File: config.mk
export PLATFORM = sky130hd
export DESIGN_NAME = fft_unload_ctrl
export DESIGN_NICKNAME = d
export VERILOG_FILES = /design/src/rtl/fft_pkg.sv /design/src/rtl/fft_bitrev_addr.sv /design/src/rtl/fft_unload_ctrl.sv
export SDC_FILE = /design/constraint.sdc
export NUM_CORES = 1
export LEC_CHECK = 0
export BUFFER_PORTS_ARGS = -buffer_cell sky130_fd_sc_hd__buf_4
export CAP_MARGIN = 20
export CORE_MARGIN = 5
export CORE_UTILIZATION = 45
export DETAILED_ROUTE_END_ITERATION = 8
export HOLD_SLACK_MARGIN = 0.08
export PLACE_DENSITY = 0.7
export SLEW_MARGIN = 25
export SYNTH_ARGS = -nofsm -noshare
export SYNTH_HDL_FRONTEND = slang
export SYNTH_HIERARCHICAL = 1
export SYNTH_SLANG_ARGS = --single-unit
File: constraint.sdc
create_clock -name clk -period 2.35 [get_ports clk]
set_input_delay 0.47 -clock clk [delete_from_list [all_inputs] [get_ports clk]]
set_output_delay 0.47 -clock clk [all_outputs]
set_load 0.01 [all_outputs]
File: src/rtl/fft_pkg.sv
// Shared types, defaults and the address bit-reverse helper for the FFT unload path.
package fft_pkg;

    typedef enum logic [1:0] {
        IDLE    = 2'd0,
        FETCH   = 2'd1,
        LOAD    = 2'd2,
        PRESENT = 2'd3
    } state_t;

    localparam int DEF_WIDTH = 9;
    localparam int DEF_LOG2N = 3;
    localparam int BR_MAX    = 16;

    // Reverses the low n bits of v; bits at and above n come back as zero.
    function automatic logic [BR_MAX-1:0] bitrev(
        input logic [BR_MAX-1:0] v,
        input int                n
    );
        logic [BR_MAX-1:0] r;
        r = '0;
        for (int i = 0; i < BR_MAX; i++) begin
            if (i < n) r[i] = v[n-1-i];
        end
        return r;
    endfunction

endpackage

File: src/rtl/fft_bitrev_addr.sv
// Maps the natural-order sample count to a result-buffer address.
// FFT_BITREV_EN selects bit-reversed addressing (DIT core); otherwise identity.
module fft_bitrev_addr
    import fft_pkg::*;
#(
    parameter int LOG2N = DEF_LOG2N
) (
    input  logic [LOG2N-1:0] count,
    output logic [LOG2N-1:0] addr
);

`ifdef FFT_BITREV_EN
    assign addr = LOG2N'(bitrev(BR_MAX'(count), LOG2N));
`else
    assign addr = count;
`endif

endmodule

File: src/rtl/fft_unload_ctrl.sv
// Unloads a completed FFT result buffer as a natural-order valid/ready stream.
// Build with FFT_BITREV_EN to read a bit-reversed (DIT) buffer.
module fft_unload_ctrl
    import fft_pkg::*;
#(
    parameter int WIDTH = DEF_WIDTH,
    parameter int LOG2N = DEF_LOG2N
) (
    input  logic               clk,
    input  logic               rstn,
    input  logic               start,
    output logic               rd_en,
    output logic [LOG2N-1:0]   rd_addr,
    input  logic [2*WIDTH-1:0] rd_data,
    output logic [2*WIDTH-1:0] out_data,
    output logic               out_valid,
    input  logic               out_ready,
    output logic [LOG2N-1:0]   out_index,
    output logic               out_last,
    output logic               busy,
    output logic               done
);

    localparam logic [LOG2N-1:0] LAST = '1;

    state_t           state;
    logic [LOG2N-1:0] count;
    logic [LOG2N-1:0] cnt_inc;
    logic [LOG2N-1:0] map_in;
    logic [LOG2N-1:0] addr_nxt;

    assign cnt_inc = count + 1'b1;

    // The address is registered on entry to FETCH, so map the count FETCH will use.
    assign map_in = (state == IDLE) ? '0 : cnt_inc;

    fft_bitrev_addr #(
        .LOG2N (LOG2N)
    ) u_map (
        .count (map_in),
        .addr  (addr_nxt)
    );

    always_ff @(posedge clk or negedge rstn) begin
        if (!rstn) begin
            state     <= IDLE;
            count     <= '0;
            rd_en     <= 1'b0;
            rd_addr   <= '0;
            out_data  <= '0;
            out_valid <= 1'b0;
            out_index <= '0;
            out_last  <= 1'b0;
            busy      <= 1'b0;
            done      <= 1'b0;
        end else begin
            rd_en <= 1'b0;
            done  <= 1'b0;
            unique case (state)
                IDLE: begin
                    if (start) begin
                        state   <= FETCH;
                        count   <= '0;
                        rd_en   <= 1'b1;
                        rd_addr <= addr_nxt;
                        busy    <= 1'b1;
                    end
                end
                FETCH: begin
                    state <= LOAD;
                end
                LOAD: begin
                    out_data  <= rd_data;
                    out_index <= count;
                    out_last  <= (count == LAST);
                    out_valid <= 1'b1;
                    state     <= PRESENT;
                end
                PRESENT: begin
                    if (out_ready) begin
                        out_valid <= 1'b0;
                        if (out_last) begin
                            state <= IDLE;
                            busy  <= 1'b0;
                            done  <= 1'b1;
                        end else begin
                            state   <= FETCH;
                            count   <= cnt_inc;
                            rd_en   <= 1'b1;
                            rd_addr <= addr_nxt;
                        end
                    end
                end
                default: begin
                    state <= IDLE;
                end
            endcase
        end
    end

endmodule
==> impl_summary.md, run 1 <==
Clock network
In this run the deepest clock path goes through 2 buffers. After clock tree synthesis, the clock-pin slew on the worst setup and hold paths is 0.11 ns. The tree built by TritonCTS fans out to 34 sinks.

The later pin in the worst-skew pair is clocked with a latency of between 0.3 and 0.4 ns. The count of H-tree levels built during CTS is 2. Counting the buffers created by CTS gives 5.

The tree is rooted in a sky130_fd_sc_hd__clkbuf_4. TritonCTS built the clock tree. Post-CTS timing repair inserted 0 buffers for setup.

Global route
The via count of the first global-routing pass came to 946. The largest net degree at the start of global routing is 35. The number of antenna violations at the first check in global routing is 0.

The total congestion overflow is 0. The total track usage is approximately 13%. The wire length of the first global-routing pass is 4460 um.

Pwr
Power spread over the standard cell area amounts to 1420 nW/um2. The proportion of power drawn by the clock network is 18.8%. Summing internal, switching and leakage power gives 2900 uW. The relative contribution of combinational cells to total power is 46.7%.

The switching share of power is between 30% and 40%. Per report_power, the sequential group accounts for 34.5% of the total. The internal power is 1960 uW. In this run the static leakage power is between 0.0009 and 0.001 uW. The power spent charging and discharging nets is 946 uW. Across the VDD grid, the largest voltage drop is 0.000590 V.

Timing
The clock period minus final worst setup slack is 1.86 ns. The final-report max-slew violation count is 0. The transition time at the pin with the least slew margin is 0.424 ns. Setup violations remaining at the end of the flow were counted as 0.

In the finished design, the share of the clock period the worst path needs comes to 79.3%. The highest clock rate is 0.537 GHz. Setup repair after global routing left no endpoint under its margin.

The final number of hold-violating endpoints is 0. The sum of negative setup slack is 0 ns. The tightest hold margin is 0.343 ns. Across the routed clock network, the largest skew measured is 0.0105 ns. The worst slew slack as a fraction of its limit is 71.5%.

Synthesis
Of the total synthesized cell area, the portion taken by full adders, half adders and majority gates is 5.74%. The most frequent cell after synthesis is sky130_fd_sc_hd__dfrtp_1. The synthesized netlist devotes 4.43% of its cell area to compound gates. The number of distinct library cells after synthesis is 26. For this run, the number of Yosys warnings is 6.

Summed over all instances, the cell type with the most area after synthesis is sky130_fd_sc_hd__dfrtp_1. Sequential elements use 55.7% of the synthesized area. After Yosys synthesis, and, or, nand and nor cells account for approximately 8.2% of the synthesized area.

The portion of netlist area occupied by mux cells is 22.2%. For this run, asynchronously set or reset flops after synthesis account for 100%. The net count after synthesis is 135. The cell area that synthesis handed to floorplanning was 1530 um2. The synthesized flop and latch total is 34. Synthesis produced 106 cells. The post-synthesis average cell area is 14.4 um2. By count the netlist is led by sky130_fd_sc_hd__dfrtp_1, sky130_fd_sc_hd__mux2_2, sky130_fd_sc_hd__ha_1.

The share of the synthesized area in the top cell type is 55.7%. By area, the combinational part of the netlist is dominated by multiplexers. The number of synthesized flops with an enable pin is 0. The post-synthesis share of cell area spent on xor and xnor gates is 0%. The most used flip-flop cell after synthesis is sky130_fd_sc_hd__dfrtp_1.

In the post-synthesis netlist, the biggest area contributors are sky130_fd_sc_hd__dfrtp_1, sky130_fd_sc_hd__mux2_2, sky130_fd_sc_hd__ha_1.

Worst setup path
For the worst setup path, the data arrival time is between 2 and 2.5 ns. The end of the worst register-to-register path is rd_addr[0]. STA puts the critical path data required time at 2.59 ns. The reg2reg setup slack is 0.49 ns. Tracing the worst setup path back leads to its startpoint at state[0]. The startpoint of the most critical register-to-register path is state[0]. The slowest stage of the critical path is the sky130_fd_sc_hd__nor4_4 cell. The kind of end point of the critical path is a register. The capturing element of the worst setup path is rd_addr[0]. On the worst path, the slowest cell contributes a delay of 0.43 ns.

The critical path goes through inv_1 > ha_1 > and2b_4 > nor4_4 > mux2_4. The worst setup path is launched from a register. The worst register-to-register path has a depth of 5. The kind of critical path is register to register. In this run the worst path has a maximum fanout of 5.

Finish
For this run, the share of the core covered by cells in the final layout is 61.7%. Summing all multi-input logic gate instances after layout gives 619 um2. The net count of the finished layout is 188. Summing all non-filler instances in the final layout gives an area of 2040 um2. Across the whole layout, storage elements account for 851 um2. The layout overhead on the synthesized area is 33.8%. The fraction of final layout cells sized beyond drive strength 1 is 55.6%. The filler cell count is 299. The antenna diode instance count is 0.

Floorplanning
The die area is 4660 um2. The width of the chip is just under 70 um. The chip height is 68.2 um. ~50 I/O pins were placed. The core region is approximately 3300 um2.

For this configuration, the core starts out at a cell density of 46.1%. After floorplanning, the core was divided into 21 placement rows.

Detailed routing
The routed wire length is roughly 2800 um. Once detail routing completed, the nets flagged for antenna violations numbered 0. The number of DRC markers after the initial detailed-route iteration is 9. For this run, design rule violations remaining after detail routing come to 0. In the routed layout, each cell is associated on average with a via count of 4.83. The count of vias placed by the detailed router is 996. Dividing the detail-routed wire length by the instance count gives 13.7 um. The number of detailed-routing iterations run before antenna repair is 4.

Placed design
Once detailed placement completed, the half-perimeter wirelength came to 2150 um. The congestion estimate from routability-driven global placement came to roughly 0.80. After detailed placement, the total cell area comes to 1930 um2.

Input and output buffers added on the ports amount to 50.

Min path
The classification of the worst-slack hold path is input port to register. The worst hold path depth is 2.

Flow run
The tool flagged a number of max-cap violations equal to 0.

Run status
The run finished with clean final reports.
==> repair_timing <==
item	4_1_cts	5_1_grt
resized for setup	0	0
hold endpoints to repair	34	0
hold buffers	1	0
==> through the flow <==
step           instances  setup WS [ns]
2_1_floorplan        106          0.617
3_3_place_gp         197          0.567
3_5_place_dp         197          0.474
4_1_cts              206          0.470
5_1_grt              206          0.377
6_report             206          0.487
==> per-layer routing <==
layer  track usage [%]  vias up  share of wire (%)  wire, um
met2              20.8       36                 47      1320
met4              6.70        0                1.8        50
met5                 0        -                  0         0
li1                  -      484                  -         -
met1              16.3      469                 43      1220
met3              5.09        7                8.6       244
==> logic make-up after synthesis <==
group	count (synthesis)
multiplexers	29
AND/OR/NAND/NOR	18
buffers and inverters	9
adder cells (fa/ha/maj)	7
flip-flops	34
AO/OA/AOI/OAI	9
==> critical path: cells and delay by family (launching register included) <==
family | cells | cell delay, ns
muxes | 1 | 0.34
and+or+nand+nor | 2 | 0.63
adders and majority gates | 1 | 0.26
buffers and inverters | 1 | 0.12
DFF | 1 | 0.41
==> cell usage in the layout, fill, tap and decap left out <==
cell type / Yosys / layout
sky130_fd_sc_hd__buf_4: 3 / 52
sky130_fd_sc_hd__dfrtp_1: 34 / 34
sky130_fd_sc_hd__mux2_2: 21 / 21
sky130_fd_sc_hd__ha_1: 7 / 7
sky130_fd_sc_hd__clkbuf_4: 0 / 5
sky130_fd_sc_hd__nor2b_1: 4 / 4
sky130_fd_sc_hd__mux2_4: 4 / 4
sky130_fd_sc_hd__o31ai_1: 4 / 4
sky130_fd_sc_hd__nor2_1: 3 / 3
sky130_fd_sc_hd__nand2_1: 3 / 3
sky130_fd_sc_hd__inv_1: 2 / 2
sky130_fd_sc_hd__mux2i_1: 2 / 2
sky130_fd_sc_hd__mux2_1: 2 / 2
sky130_fd_sc_hd__o41ai_1: 2 / 2
sky130_fd_sc_hd__bufinv_16: 0 / 2
sky130_fd_sc_hd__a22oi_1: 1 / 1
sky130_fd_sc_hd__and3_1: 1 / 1
sky130_fd_sc_hd__nor2b_4: 1 / 1
sky130_fd_sc_hd__and2b_4: 1 / 1
sky130_fd_sc_hd__and2_4: 1 / 1
sky130_fd_sc_hd__nor4_4: 1 / 1
sky130_fd_sc_hd__o21ai_1: 1 / 1
sky130_fd_sc_hd__or2_1: 1 / 1
sky130_fd_sc_hd__nor3_1: 1 / 1
sky130_fd_sc_hd__nor4_1: 1 / 1
sky130_fd_sc_hd__a211oi_1: 1 / 1
sky130_fd_sc_hd__clkinv_4: 0 / 1
sky130_fd_sc_hd__dlygate4sd3_1: 0 / 1
==> area by class of cell <==
class / count / share of cell area, %
clock buffers: 5 / 1.84
repair buffers: 53 / 19.6
multi-input cells: 63 / 30.3
well taps: 46 / 2.82
flip-flops and latches: 34 / 41.7
inverters: 2 / 0.368
clock inverters: 3 / 3.37
==> how the worst min path moves through the flow <==
stage,startpoint,endpoint,slack [ns]
after detailed placement,rstn,out_data[9],0.44
final,rd_data[4],out_data[4],0.34
after floorplan,rstn,busy,0.17
after global placement,rstn,out_data[9],0.43
after CTS,rd_data[4],out_data[4],0.33
after global routing,rd_data[0],out_data[0],0.32
==> power groups by stage <==
| stage | clock, uW | combinational [uW] | sequential [uW] |
|---|---|---|---|
| final | 545 | 1360 | 1000 |
| after global routing | 588 | 1480 | 1040 |
| after CTS | 561 | 1380 | 1010 |
| after detailed placement | 0 | 1380 | 1020 |
| after global placement | 0 | 1350 | 1000 |
| after floorplan | 0 | 798 | 1110 |
==> registers in the layout, indices dropped and copies added, names as in the netlist <==
name	count
out_index	3
state	2
done	1
out_data	18
count	3
busy	1
rd_en	1
out_valid	1
out_last	1
rd_addr	3
(Power assumes the default switching activity.)
==> run 2: changes to the inputs <==
==> constraint.sdc (replaced) <==
create_clock -name clk -period 1.75 [get_ports clk]
set_input_delay 0.35 -clock clk [delete_from_list [all_inputs] [get_ports clk]]
set_output_delay 0.35 -clock clk [all_outputs]
set_load 0.01 [all_outputs]
==> impl_summary.md, run 2 (same netlist as run 1, synthesis figures left out) <==
Run status
The run finished with clean final reports.

Detailed routing
In the routed layout, each cell is associated on average with a via count of 4.88. After detailed routing, the number of remaining DRC violations is 0. The number of DRC markers after the initial detailed-route iteration is 30. For this block, the via count after detailed routing is 1024. Detailed routing placed a total of 253 um of wire on met3.

The wire length per cell is 14.1 um. The number of detailed-routing iterations run before antenna repair is 4. The uppermost metal layer occupied by signal nets is met4.

The routed wire length is 2960 um. The remaining number of nets flagged by the antenna check after routing is 0. The wire length the detailed router placed on met1 is between 1000 and 1500 um. The met2 wire length is 1440 um.

Finish
In the layout the commonest cells are sky130_fd_sc_hd__buf_4, sky130_fd_sc_hd__dfrtp_1, sky130_fd_sc_hd__mux2_2. The repair_antennas step left the layout with diodes totalling 0. The net count of the finished layout is 194.

The final instance area is around 2000 um2. Fill cells in the final layout number 292. The register with the most flip-flops in the layout has 18 of them. The most common cell after layout, fill and taps aside is sky130_fd_sc_hd__buf_4. Relative to the synthesized area, the layout overhead comes to 34.0%. The top register by number of flip-flops is out_data.

Cells with a size suffix above 1 make up between 50% and 60% of the layout. The number of cells in the finished layout apart from fillers is 210.

Clock network
TritonCTS created 5 clock buffers. The tree built by TritonCTS fans out to 34 sinks. The clock reaches the later pin of the worst-skew pair after between 0.3 and 0.4 ns. After clock tree synthesis, the clock-pin slew on the worst setup and hold paths is 0.09 ns. The count of H-tree levels built during CTS is 2. TritonCTS built the clock tree. The number of buffers on the longest clock path is 2. The tree is rooted in a sky130_fd_sc_hd__clkbuf_4.

Pwr
The proportion of power drawn by the clock network is 11.1%. The internal portion of the total power is 2470 uW. Of the total power, the share spent switching nets is 33.8%. In this run the power spent charging and discharging nets is 1260 uW.

The peak supply drop is 0.000757 V. In this run the power density over the cells is between 1500 and 2000 nW/um2. In this run the static leakage power is approximately 0.0010 uW. The relative contribution of combinational cells to total power is 52.5%. The part of the total power dissipated in sequential elements is 36.4%.

Worst setup path
In this run the worst path has a maximum fanout of 6. In this run the worst setup path begins at state[0]. In this run the critical register-to-register path is launched from state[0]. The largest single stage delay on the critical path is 0.44 ns. The library cell contributing the largest single delay on the critical path is sky130_fd_sc_hd__dfrtp_1. The kind of critical path is register to register. Walking the worst path, the cells encountered are ha_1 > nor2b_4 > nor4_4 > buf_4 > mux2_4. The data required time at the worst endpoint is 1.96 ns. The kind of cell with the highest combined delay on the critical path is flip-flops. The type of element launching the critical path is a register. Data arrives at the worst endpoint at 1.90 ns. The sum of buffers and inverters on the critical path is 1. STA classifies the critical path endpoint as a register.

Placed design
The count of input and output buffers is 50. The placed instances occupy a cell area of 1960 um2. After legalization and detailed placement, the total HPWL measured between 2000 and 2500 um. After detailed placement, the design holds a cell count of 202. At the end of routability-driven placement, the weighted congestion stood at 0.850.

Timing
Setup repair after global routing left no endpoint under its margin. The final period utilization is 96.3%. The final-report setup violation count is 0. At the pin with the least slew margin, the transition time is 0.421 ns. For the final database, setup skew stands at 0.00620 ns. Summed over all failing endpoints, the final setup total negative slack is 0 ns. The final number of hold-violating endpoints was 0. The worst slew slack as a fraction of its limit is 71.9%. The highest clock rate is 0.593 GHz. The final-report max-slew violation count came to 0. Counting I/O delays and the setup requirement, the final critical path takes about 1.7 ns.

Hold timing on the final database bottoms out at a slack of 0.242 ns.

Floorplanning
The initial utilization of the core area, before any placement, comes to roughly 46%. In this run the vertical extent of the chip is ~68 um. The width of the chip is 68.2 um. 51 I/O pins were placed. The floorplan core area is 3310 um2. In this run the core area contains 21 standard-cell rows.

The die area is 4660 um2.

Global route
The via count of the first global-routing pass came to between 1000 and 1500. The number of antenna violations at the first check in global routing was 0. The largest net degree at the start of global routing is 35.

The total congestion overflow is 0. The wire length of the first global-routing pass is 4840 um. Across every metal layer, demand over resource in global routing totals ~15%.

Flow run
The number of max-cap violations is 0.

Min path
The classification of the worst-slack hold path is input port to register. The worst hold path begins at rd_data[4].
run 2: metrics by stage:
stage | util [%] | total power (uW) | worst slack, ns
2_1_floorplan | - | 2560 | 0.0170
3_3_place_gp | 59.3 | 3240 | 0.0184
3_5_place_dp | 59.3 | 3300 | -0.0530
4_1_cts | 61.5 | 3760 | 0.00303
5_1_grt | 61.8 | 4020 | 0.00305
6_report | 61.8 | 3730 | 0.0639
run 2: cell type report:
type / instances / area, um2 / area share [%]
Sequential cell: 34 / 852 / 41.7
Inverter: 2 / 7.51 / 0.367
Multi-Input combinational cell: 63 / 632 / 30.9
Clock buffer: 6 / 51.3 / 2.51
Tap cell: 46 / 57.6 / 2.81
Timing Repair Buffer: 59 / 445 / 21.8
run 2: path summary, 6_finish.rpt:
| check | to | slack, ns | cells after the start |
|---|---|---|---|
| max in group asynchronous | state[1] | 0.93 | 2 |
| max reg2reg | rd_addr[2] | 0.06 | 5 |
| min reg2reg | out_data[4] | 0.50 | 1 |
| max | rd_addr[2] | 0.06 | 5 |
| min | out_data[4] | 0.24 | 2 |
| min in group asynchronous | out_data[12] | 0.50 | 2 |
run 2: what timing repair did:
action	4_1_cts	5_1_grt
endpoints found under the setup margin	4	5
gates resized for setup	1	5
hold endpoints to repair	34	0
pin swaps	1	0
hold buffers	1	0
buffers inserted	1	0
run 2: power by group through the flow:
| stage | logic (uW) | registers (uW) | clock network [uW] |
|---|---|---|---|
| floorplan | 1070 | 1490 | 0 |
| global placement | 1890 | 1350 | 0 |
| detailed placement | 1930 | 1370 | 0 |
| CTS | 1970 | 1350 | 436 |
| global route | 2130 | 1410 | 478 |
| finish | 1960 | 1360 | 414 |
run 2: per-layer routing:
metal | vias to the layer above | global-route usage, %
li1 | 492 | -
met1 | 490 | 16.5
met2 | 36 | 24.4
met3 | 6 | 5.42
met4 | 0 | 5.96
met5 | - | 0
==> run 3: changes to the inputs <==
--- a/config.mk
+++ b/config.mk
@@ -8,10 +8,10 @@
 export BUFFER_PORTS_ARGS = -buffer_cell sky130_fd_sc_hd__buf_4
 export CAP_MARGIN = 20
 export CORE_MARGIN = 5
-export CORE_UTILIZATION = 45
+export CORE_UTILIZATION = 25
 export DETAILED_ROUTE_END_ITERATION = 8
 export HOLD_SLACK_MARGIN = 0.08
-export PLACE_DENSITY = 0.7
+export PLACE_DENSITY = 0.42
 export SLEW_MARGIN = 25
 export SYNTH_ARGS = -nofsm -noshare
 export SYNTH_HDL_FRONTEND = slang
==> impl_summary.md, run 3 (same netlist as run 1, synthesis figures left out) <==
Global route
The most utilized layer in the global route result is met2. The wire length of the first global-routing pass is around 5300 um. The number of antenna violations at the first check in global routing is 0. Global routing used between 10% and 20% of the available met1 tracks. The total congestion overflow is 0. The total track usage is under 10%. Entering global routing, the biggest net connects 35 pins. The via count of the first global-routing pass was 1045. The met3 track utilization from global routing is 3.95%. The routing usage on met2 is 14.2%.

Finish
The filler cells instantiated in the layout total 576. The antenna diode instance count is 0. The layout overhead on the synthesized area is 44.2%. For this run, the share of the core covered by cells in the final layout is 37.2%. The most common cell after layout, fill and taps aside is sky130_fd_sc_hd__buf_4. Ranked by flip-flop count, first place goes to out_data. The net count of the finished layout is 196.

The post-route netlist has 61.3% of its cells at a drive strength greater than 1. The register with the most flip-flops in the layout has 18 of them. The library cells used most frequently in the layout, excluding fill and tap cells, are sky130_fd_sc_hd__buf_4, sky130_fd_sc_hd__dfrtp_1, sky130_fd_sc_hd__mux2_2.

Worst setup path
Of all nets on the critical path, the largest fanout is 6. Data on the critical path is required at its endpoint by approximately 1.9 ns. The slowest stage of the critical path belongs to the cell sky130_fd_sc_hd__dfrtp_2. The depth of the most critical reg-to-reg path is 5.

The reg2reg setup slack is 0.08 ns. The kind of end point of the critical path is a register. Together, buffers and inverters on the worst path number 1. Traced cell by cell, the critical path runs through ha_2 > and2_4 > nor4_4 > buf_4 > mux2_4. The type of element launching the critical path is a register. On the worst path, the slowest cell contributes a delay of 0.45 ns. The end of the worst register-to-register path is count[0].

The kind of critical path is register to register. Data on the critical path arrives at its endpoint at 1.84 ns. Grouping stages by cell kind, the critical path spends the most delay in flip-flops. The worst register-to-register path begins at state[1].

Pwr
The total leakage power is 0.00105 uW. The peak supply drop is roughly 0.00057 V. The power per cell area is 1940 nW/um2.

Timing
Setup violations remaining at the end of the flow were counted as 0. The final number of hold-violating endpoints is 0. The clock period minus final worst setup slack is approximately 1.7 ns. Measured against its own limit, the worst slew margin works out to ~70%. At the pin with the least slew margin, the transition time is between 0.4 and 0.5 ns. Setup repair after global routing left no endpoint under its margin. Timing would allow up to around 0.60 GHz.

After layout, the worst setup slack is 0.0840 ns. The final-report max-slew violation count was 0. The setup skew after layout is around 0.0035 ns.

The final period utilization is 95.2%.

Placed design
Prior to clock tree synthesis, the placed netlist has a worst setup slack of -0.0237 ns. Routability-driven placement finished with a final weighted congestion of roughly 0.72. Detailed placement finished with a half-perimeter wire length of 2520 um.

Buffers placed on the I/O ports in this run total 50.

Clock network
CTS built an H-tree with a depth of 2. Counting every sink on the clock net gives 34. The TritonCTS clock tree is yes.

CTS placed an instance of sky130_fd_sc_hd__clkbuf_8 at the clock tree root. In this run, CTS created clock tree buffers numbering 5. The clock insertion delay at the later pin of the skew report is 0.28 ns. The clock passes through at most 2 buffers. The clock-pin slew of the registers on the worst-case setup and hold paths is 0.07 ns.

Detailed routing
The count of nets left with antenna violations once routing finished came out at 0. Dividing the detail-routed wire length by the instance count gives about 14 um. The number of detailed-routing iterations run before antenna repair is 4. The first routing iteration left 23 violations. In the routed design, unresolved DRC markers number 0. The routed wire length is between 3000 and 4000 um.

The vias per cell is ~4.3. Summing over every cut layer, the via total after detailed routing is 1045.

Floorplanning
The total area inside the core boundary comes to 5920 um2. The starting density of the core is approximately a quarter. The die area is ~7800 um2.

In this run the core area contains 28 standard-cell rows. The number of top-level design ports is 51. The width of the chip is 88.1 um. The chip height is 88.1 um.

Run status
The flow ran to the end, and the final reports show no timing, DRC or antenna violations.

Flow run
Across the run, the number of max-cap violations was 0.

Min path
The end point of the most critical hold path is out_data[4]. The launch instance of the worst min-delay path is rd_data[4]. The path class of the tightest hold or removal check is input port to register. Along the worst hold path, the cell count comes to 2.
[run 3: cell types whose count changed in the layout (fill, tap and decap cells not counted), sizes merged]
| cell | previous run | this run |
|---|---|---|
| clkinv | 0 | 1 |
| bufinv | 0 | 2 |
| buf | 58 | 60 |
| clkbuf | 6 | 5 |
[run 3: through the flow]
| stage | hold slack [ns] | setup TNS [ns] | area, um2 | instances | total power (uW) |
|---|---|---|---|---|---|
| CTS | 0.273 | 0 | 2180 | 242 | 4310 |
| global placement | 0.324 | 0 | 2020 | 232 | 3360 |
| floorplan | 0.0544 | 0 | 1530 | 106 | 2560 |
| global route | 0.275 | 0 | 2200 | 243 | 4570 |
| finish | 0.286 | 0 | 2200 | 243 | 4260 |
| detailed placement | 0.331 | -0.0857 | 2020 | 232 | 3390 |
[run 3: layout make-up]
class / instances / area (um2) / share of cell area (%)
clock inverters: 3 / 68.8 / 3.13
flip-flops and latches: 34 / 852 / 38.7
inverters: 2 / 7.51 / 0.341
clock buffers: 5 / 68.8 / 3.13
repair buffers: 61 / 473 / 21.5
well taps: 75 / 93.8 / 4.26
multi-input cells: 63 / 637 / 28.9
[run 3: routing by layer]
layer | wire length [um] | part of all wire [%] | up-vias
li1 | - | - | 494
met5 | 0 | 0 | -
met3 | 316 | 9.5 | 6
met2 | 1560 | 47 | 41
met1 | 1410 | 42 | 504
met4 | 51 | 1.5 | 0
[run 3: worst max-delay path by stage]
| stage | endpoint | from | cells past startpoint |
|---|---|---|---|
| after floorplan | count[0] | state[0] | 5 |
| after global placement | rd_addr[2] | state[0] | 6 |
| after detailed placement | rd_addr[1] | state[1] | 6 |
| after CTS | count[0] | state[1] | 5 |
| after global routing | count[0] | state[0] | 5 |
| final | count[0] | state[1] | 5 |
[run 3: what timing repair did]
| action | 4_1_cts | 5_1_grt |
|---|---|---|
| hold endpoints to repair | 34 | 0 |
| pin swaps | 0 | 1 |
| hold buffers | 1 | 0 |
| buffers inserted | 1 | 1 |
| gates resized for setup | 3 | 4 |
| endpoints found under the setup margin | 4 | 4 |
[run 3: power by group]
group / total (uW) / internal (uW) / switching, uW / leakage (uW)
clock: 864 / 571 / 293 / 0.0000683
combinational: 2040 / 1190 / 849 / 0.000564
sequential: 1360 / 1150 / 209 / 0.000417
total: 4260 / 2910 / 1350 / 0.00105
